## config.mk

```make
export PLATFORM = sky130hd
export DESIGN_NAME = i2d_if
export DESIGN_NICKNAME = d
export VERILOG_FILES = /design/src/rtl/i2d_if.sv
export SDC_FILE = /design/constraint.sdc
export NUM_CORES = 1
export LEC_CHECK = 0
export CORE_MARGIN = 2
export CORE_UTILIZATION = 50
export CTS_CLUSTER_SIZE = 12
export DETAILED_ROUTE_END_ITERATION = 10
export PLACE_DENSITY = 0.81
export SYNTH_ARGS = -nofsm -noshare
export SYNTH_HDL_FRONTEND = slang
export SYNTH_SLANG_ARGS = --single-unit
```

## constraint.sdc

```tcl
create_clock -name clk -period 2.36 [get_ports clk]
set_clock_uncertainty 0.05 [all_clocks]
set_input_delay 0.236 -clock clk [delete_from_list [all_inputs] [get_ports clk]]
set_output_delay 0.236 -clock clk [all_outputs]
set_load 0.05 [all_outputs]
```

## src/rtl/i2d_if.sv

```systemverilog
// i2d_if: instruction fetch stage feeding i2d decode through a 2-deep prefetch buffer.
// A request killed by a redirect is parked in DISCARD until memory acks it.
module i2d_if #(
    parameter logic [31:0] RESET_PC = 32'h0000_0000,
    parameter logic [31:0] SWI_VEC  = 32'h0000_0008,
    parameter logic [31:0] NOP_INS  = 32'h0000_0000
) (
    input  logic        clk,
    input  logic        rst,
    output logic        imem_req,
    output logic [31:0] imem_addr,
    input  logic        imem_ack,
    input  logic [31:0] imem_rdata,
    input  logic        id_dis,
    input  logic        branch,
    input  logic [31:0] branch_pc,
    input  logic        swi,
    output logic [31:0] if_ins,
    output logic [31:0] if_pc,
    output logic        if_valid
);
    typedef enum logic [1:0] {IDLE, WAIT, DISCARD} state_t;
    state_t           r_state, w_next;
    logic [31:0]      r_fetch_pc, r_addr, w_tgt;
    logic [1:0][31:0] r_bpc, r_bins;
    logic [1:0]       r_cnt, w_cnt_next;
    logic             w_redir, w_ack_wait, w_bypass, w_push, w_pop, w_widx;
    assign w_redir    = swi | branch;
    assign w_tgt      = (swi ? SWI_VEC : branch_pc) & ~32'h3;
    assign w_ack_wait = (r_state == WAIT) && imem_ack;
    assign w_bypass   = w_ack_wait && !id_dis && (r_cnt == 2'd0);
    assign w_push     = w_ack_wait && !w_bypass && !w_redir;
    assign w_pop      = !id_dis && (r_cnt != 2'd0) && !w_redir;
    assign w_cnt_next = r_cnt + {1'b0, w_push} - {1'b0, w_pop};
    // slot for a push is the post-pop occupancy; a push never sees r_cnt==2 without a pop
    assign w_widx     = r_cnt[0] ^ w_pop;
    assign imem_req   = (r_state != IDLE);
    assign imem_addr  = (r_state == DISCARD) ? r_addr : r_fetch_pc;
    always_ff @(posedge clk or negedge rst) begin
        if (!rst) r_state <= IDLE;
        else r_state <= w_next;
    end
    always_comb begin
        w_next = r_state;
        case (r_state)
            IDLE:    w_next = (!w_redir && r_cnt != 2'd2) ? WAIT : IDLE;
            WAIT:    w_next = w_redir ? (imem_ack ? IDLE : DISCARD) :
                              (imem_ack && w_cnt_next == 2'd2) ? IDLE : WAIT;
            DISCARD: w_next = imem_ack ? IDLE : DISCARD;
            default: w_next = IDLE;
        endcase
    end
    always_ff @(posedge clk or negedge rst) begin
        if (!rst) begin
            r_fetch_pc <= RESET_PC;
            r_addr     <= RESET_PC;
        end else if (w_redir) begin
            r_fetch_pc <= w_tgt;
            if (r_state == WAIT) r_addr <= r_fetch_pc;
        end else if (w_ack_wait) begin
            r_fetch_pc <= r_fetch_pc + 32'd4;
        end
    end
    always_ff @(posedge clk or negedge rst) begin
        if (!rst) begin
            r_cnt    <= 2'd0;
            r_bpc    <= '0;
            r_bins   <= '0;
            if_ins   <= NOP_INS;
            if_pc    <= 32'd0;
            if_valid <= 1'b0;
        end else begin
            r_cnt <= w_redir ? 2'd0 : w_cnt_next;
            if (w_pop) begin
                r_bpc[0]  <= r_bpc[1];
                r_bins[0] <= r_bins[1];
            end
            if (w_push) begin
                r_bpc[w_widx]  <= r_fetch_pc;
                r_bins[w_widx] <= imem_rdata;
            end
            if (w_redir) begin
                if_ins   <= NOP_INS;
                if_valid <= 1'b0;
            end else if (!id_dis) begin
                if_ins   <= w_pop ? r_bins[0] : w_bypass ? imem_rdata : NOP_INS;
                if_pc    <= w_pop ? r_bpc[0] : w_bypass ? r_fetch_pc : if_pc;
                if_valid <= w_pop | w_bypass;
            end
        end
    end
endmodule

```

==> results by group, run 1 <==
CTS
  – CTS tree: built
  – # clock sinks: approximately 260
  – Post-CTS Setup Inserts: 0
  – CTS buffer count: 27
  – Worst skew pair latency: ~0.53 ns
  – Root Driver: clkbuf_16
  – Reg clk slew, reported paths: approximately 0.06 ns
  – Bufs on Longest Clock Path: 3
  – H-tree Lvls: 1

Logic synthesis
  – Leading area contributor after synthesis: dfrtp_1
  – Synthesized instance count: 1110
  – Yosys Warn Count: 0
  – Synth area leaders: dfrtp_1, mux2_2, nand2_1
  – Syn avg cell area: 10.6 um^2
  – Predominant post-synthesis flop cell: dfrtp_1
  – Synthesized cell area: between 10000 and 15000 um^2
  – Netlist cell types: 52
  – EDFF count, synth: 0
  – Ys async rst share: 100%
  – Fraction of the yosys area taken by sequential cells: between 50 and 60%
  – Area fraction of the dominant cell type after synthesis: a little over half
  – #FFs+latches synth: 255

Floorplan
  – Ports: 168
  – Initial Util: around half
  – Die H: roughly 160 um
  – # rows: 56
  – Std-Cell Core Area: 23300 um^2
  – Die area: 24700 um^2
  – Die W: about 160 um

Critical path
  – Critical path depth: 5
  – Bufs and invs on worst path: 3
  – WP data arrival: 1.97 ns
  – Worst EP required: between 2 and 2.5 ns
  – CP cell instances: buf_4, nor2b_4, buf_6, mux2_2, buf_4
  – CP startpoint: r_state[0]$_DFF_PN0_
  – Max FO, Critical Path: 18
  – Reg2reg end: r_state[0]$_DFF_PN0_
  – Worst setup SP type: flop
  – Max stage delay on crit path: 0.38 ns
  – Crit-path most repeated cell: buf_4
  – R2R Setup Slk: about 0.12 ns
  – R2r worst-path depth: 9
  – CP Capture Type: output port
  – Critical-path top delay cell: mux2_2
  – Critical Path End: imem_addr[30]
  – Cell family with most CP delay: buffers and inverters
  – Critical R2R Launch: r_state[1]$_DFF_PN0_
  – Setup CP Type: flop to output port

Place
  – PortBufs: 163
  – HPWL after DPL: 19100 um
  – DP Area: around 14000 um^2
  – Dpl ws: -0.242 ns
  – GP Congestion: 0.863

Global routing
  – GRT Total Usage: between 20% and 30%
  – Antenna violations before repair: 0
  – Vias in the first global route: 9105
  – Largest net degree at the start of global routing: 90
  – Global route overflow: 0
  – First-pass GRT wire length: 47500 um

Routing
  – Drt initial violations: slightly below 600
  – Post-Route WL: 29700 um
  – Vias per cell: approximately 5.7
  – Post-route ant nets: 0
  – First-pass iteration count of the detailed router: 7
  – Wire length per cell: 18.6 um
  – DR vias: 9118
  – Post-route DRC: 0

Run
  – Max_cap viols: 0

Cells and area
  – Layout Area Growth over Synthesis: 25.7%
  – # nets final: 1336
  – Most frequent cells in the layout: dfrtp_1, nand2_1, clkdlybuf4s50_1
  – Filler cell count: 1843
  – Most common cell after layout, fill and taps aside: dfrtp_1
  – Diodes inserted: 0
  – Util after Layout: 63.5%
  – Design area: 14800 um^2
  – Share of cells above drive strength 1: 20.1%

Status
  – Status: finished, final reports clean

Power
  – Pwr dens: about 720 nW/um^2
  – VDD IR max: 0.594 mV
  – P_leak: 7.06 nW

STA
  – Final Hold Viols: 0
  – Final Max Tran Viols: 0
  – Slew @ Worst Pin: 0.799 ns
  – Period utilization: 95.6%
  – Fmax: 443 MHz
  – Worst relative slew slack: 46.7%
  – RSZ-0062 raised after global routing: no
  – Crit path time final: 2.26 ns
  – Final-report setup violation count: 0
  – Final hold slack: 0.199 ns
  – Final worst slack: 0.104 ns

Worst hold path
  – Worst Hold Class: primary input to async pin
==> synthesized netlist by cell type (16+ instances only) <==
library cell / count
buf_2: 33
a221o_1: 32
xnor2_1: 16
inv_1: 18
a31oi_1: 65
nand2_1: 183
mux2i_1: 36
o21ai_0: 44
nor2_1: 85
clkbuf_1: 52
mux2_2: 115
and3_1: 37
dfrtp_1: 255
a21oi_1: 27
==> power breakdown <==
part | leakage [nW] | total [mW] | switching, mW | internal (mW)
Combinational | 3.27 | 1.58 | 0.915 | 0.669
Clock | 0.393 | 4.00 | 1.67 | 2.33
Sequential | 3.40 | 5.12 | 0.292 | 4.83
Total | 7.06 | 10.7 | 2.87 | 7.82
==> area by class of cell <==
class | instances | area, um^2 | area share [%]
Clock buffer | 36 | 719 | 4.87
Clock inverter | 6 | 83.8 | 0.568
Inverter | 18 | 70.1 | 0.475
Multi-Input combinational cell | 738 | 4900 | 33.2
Sequential cell | 255 | 6380 | 43.2
Tap cell | 319 | 399 | 2.70
Timing Repair Buffer | 223 | 2210 | 15.0
==> through the flow <==
step | setup TNS, ns | total power, mW | cells
finish | 0 | 10.7 | 1595
global route | 0 | 11.1 | 1595
CTS | 0 | 10.8 | 1595
detailed placement | -0.320 | 6.76 | 1552
global placement | -0.0502 | 6.69 | 1552
floorplan | 0 | 6.09 | 1111
==> logic make-up (layout without fill, tap and decap cells) <==
| family | after synthesis | in the layout | synth area share (%) |
|---|---|---|---|
| simple gates | 362 | 362 | 13.8 |
| flops | 255 | 255 | 54.3 |
| compound gates | 194 | 194 | 10.9 |
| mux | 155 | 155 | 14.5 |
| buf+inv | 118 | 283 | 4.44 |
| xor+xnor | 22 | 22 | 1.64 |
| fa+ha+maj | 3 | 3 | 0.320 |
| other cells | 1 | 2 | 0.0319 |
==> what timing repair did <==
item | 4_1_cts | 5_1_grt
pin swaps | 0 | 1
setup endpoints to repair | 2 | 16
resized for setup | 2 | 3
hold buffers | 1 | 0
endpoints found under the hold margin | 60 | 0
==> how the worst min path moves through the flow <==
stage	from	endpoint
floorplan	rst	if_ins[0]$_DFFE_PN0P_
global placement	rst	r_bins[52]$_DFFE_PN0P_
detailed placement	rst	r_bins[52]$_DFFE_PN0P_
CTS	rst	if_ins[3]$_DFFE_PN0P_
global route	rst	r_bins[52]$_DFFE_PN0P_
finish	rst	r_bins[19]$_DFF_PN0_
==> metal layers <==
| metal | vias up | global-route usage, % | part of all wire (%) | wire (um) |
|---|---|---|---|---|
| met5 | - | 0 | 0 | 0 |
| met4 | 0 | 7.36 | 2.3 | 672 |
| met3 | 55 | 4.32 | 6.8 | 2010 |
| met2 | 334 | 39.2 | 48 | 14400 |
| met1 | 4564 | 33.1 | 42 | 12600 |
| li1 | 4165 | - | - | - |
==> sequential cells by signal, indices dropped and copies added, names as in the netlist <==
| register | flops |
|---|---|
| r_state | 2 |
| r_fetch_pc | 30 |
| r_bpc | 62 |
| if_pc | 32 |
| if_ins | 32 |
| r_addr | 30 |
| if_valid | 1 |
| r_cnt | 2 |
| r_bins | 64 |
(Power assumes the default switching activity.)
==> inputs of run 2 (changes only) <==
Settings changed: CAP_MARGIN from default to 20.
==> results of run 2 <==
The final DEF is identical to that of run 1; final timing and power are the same.
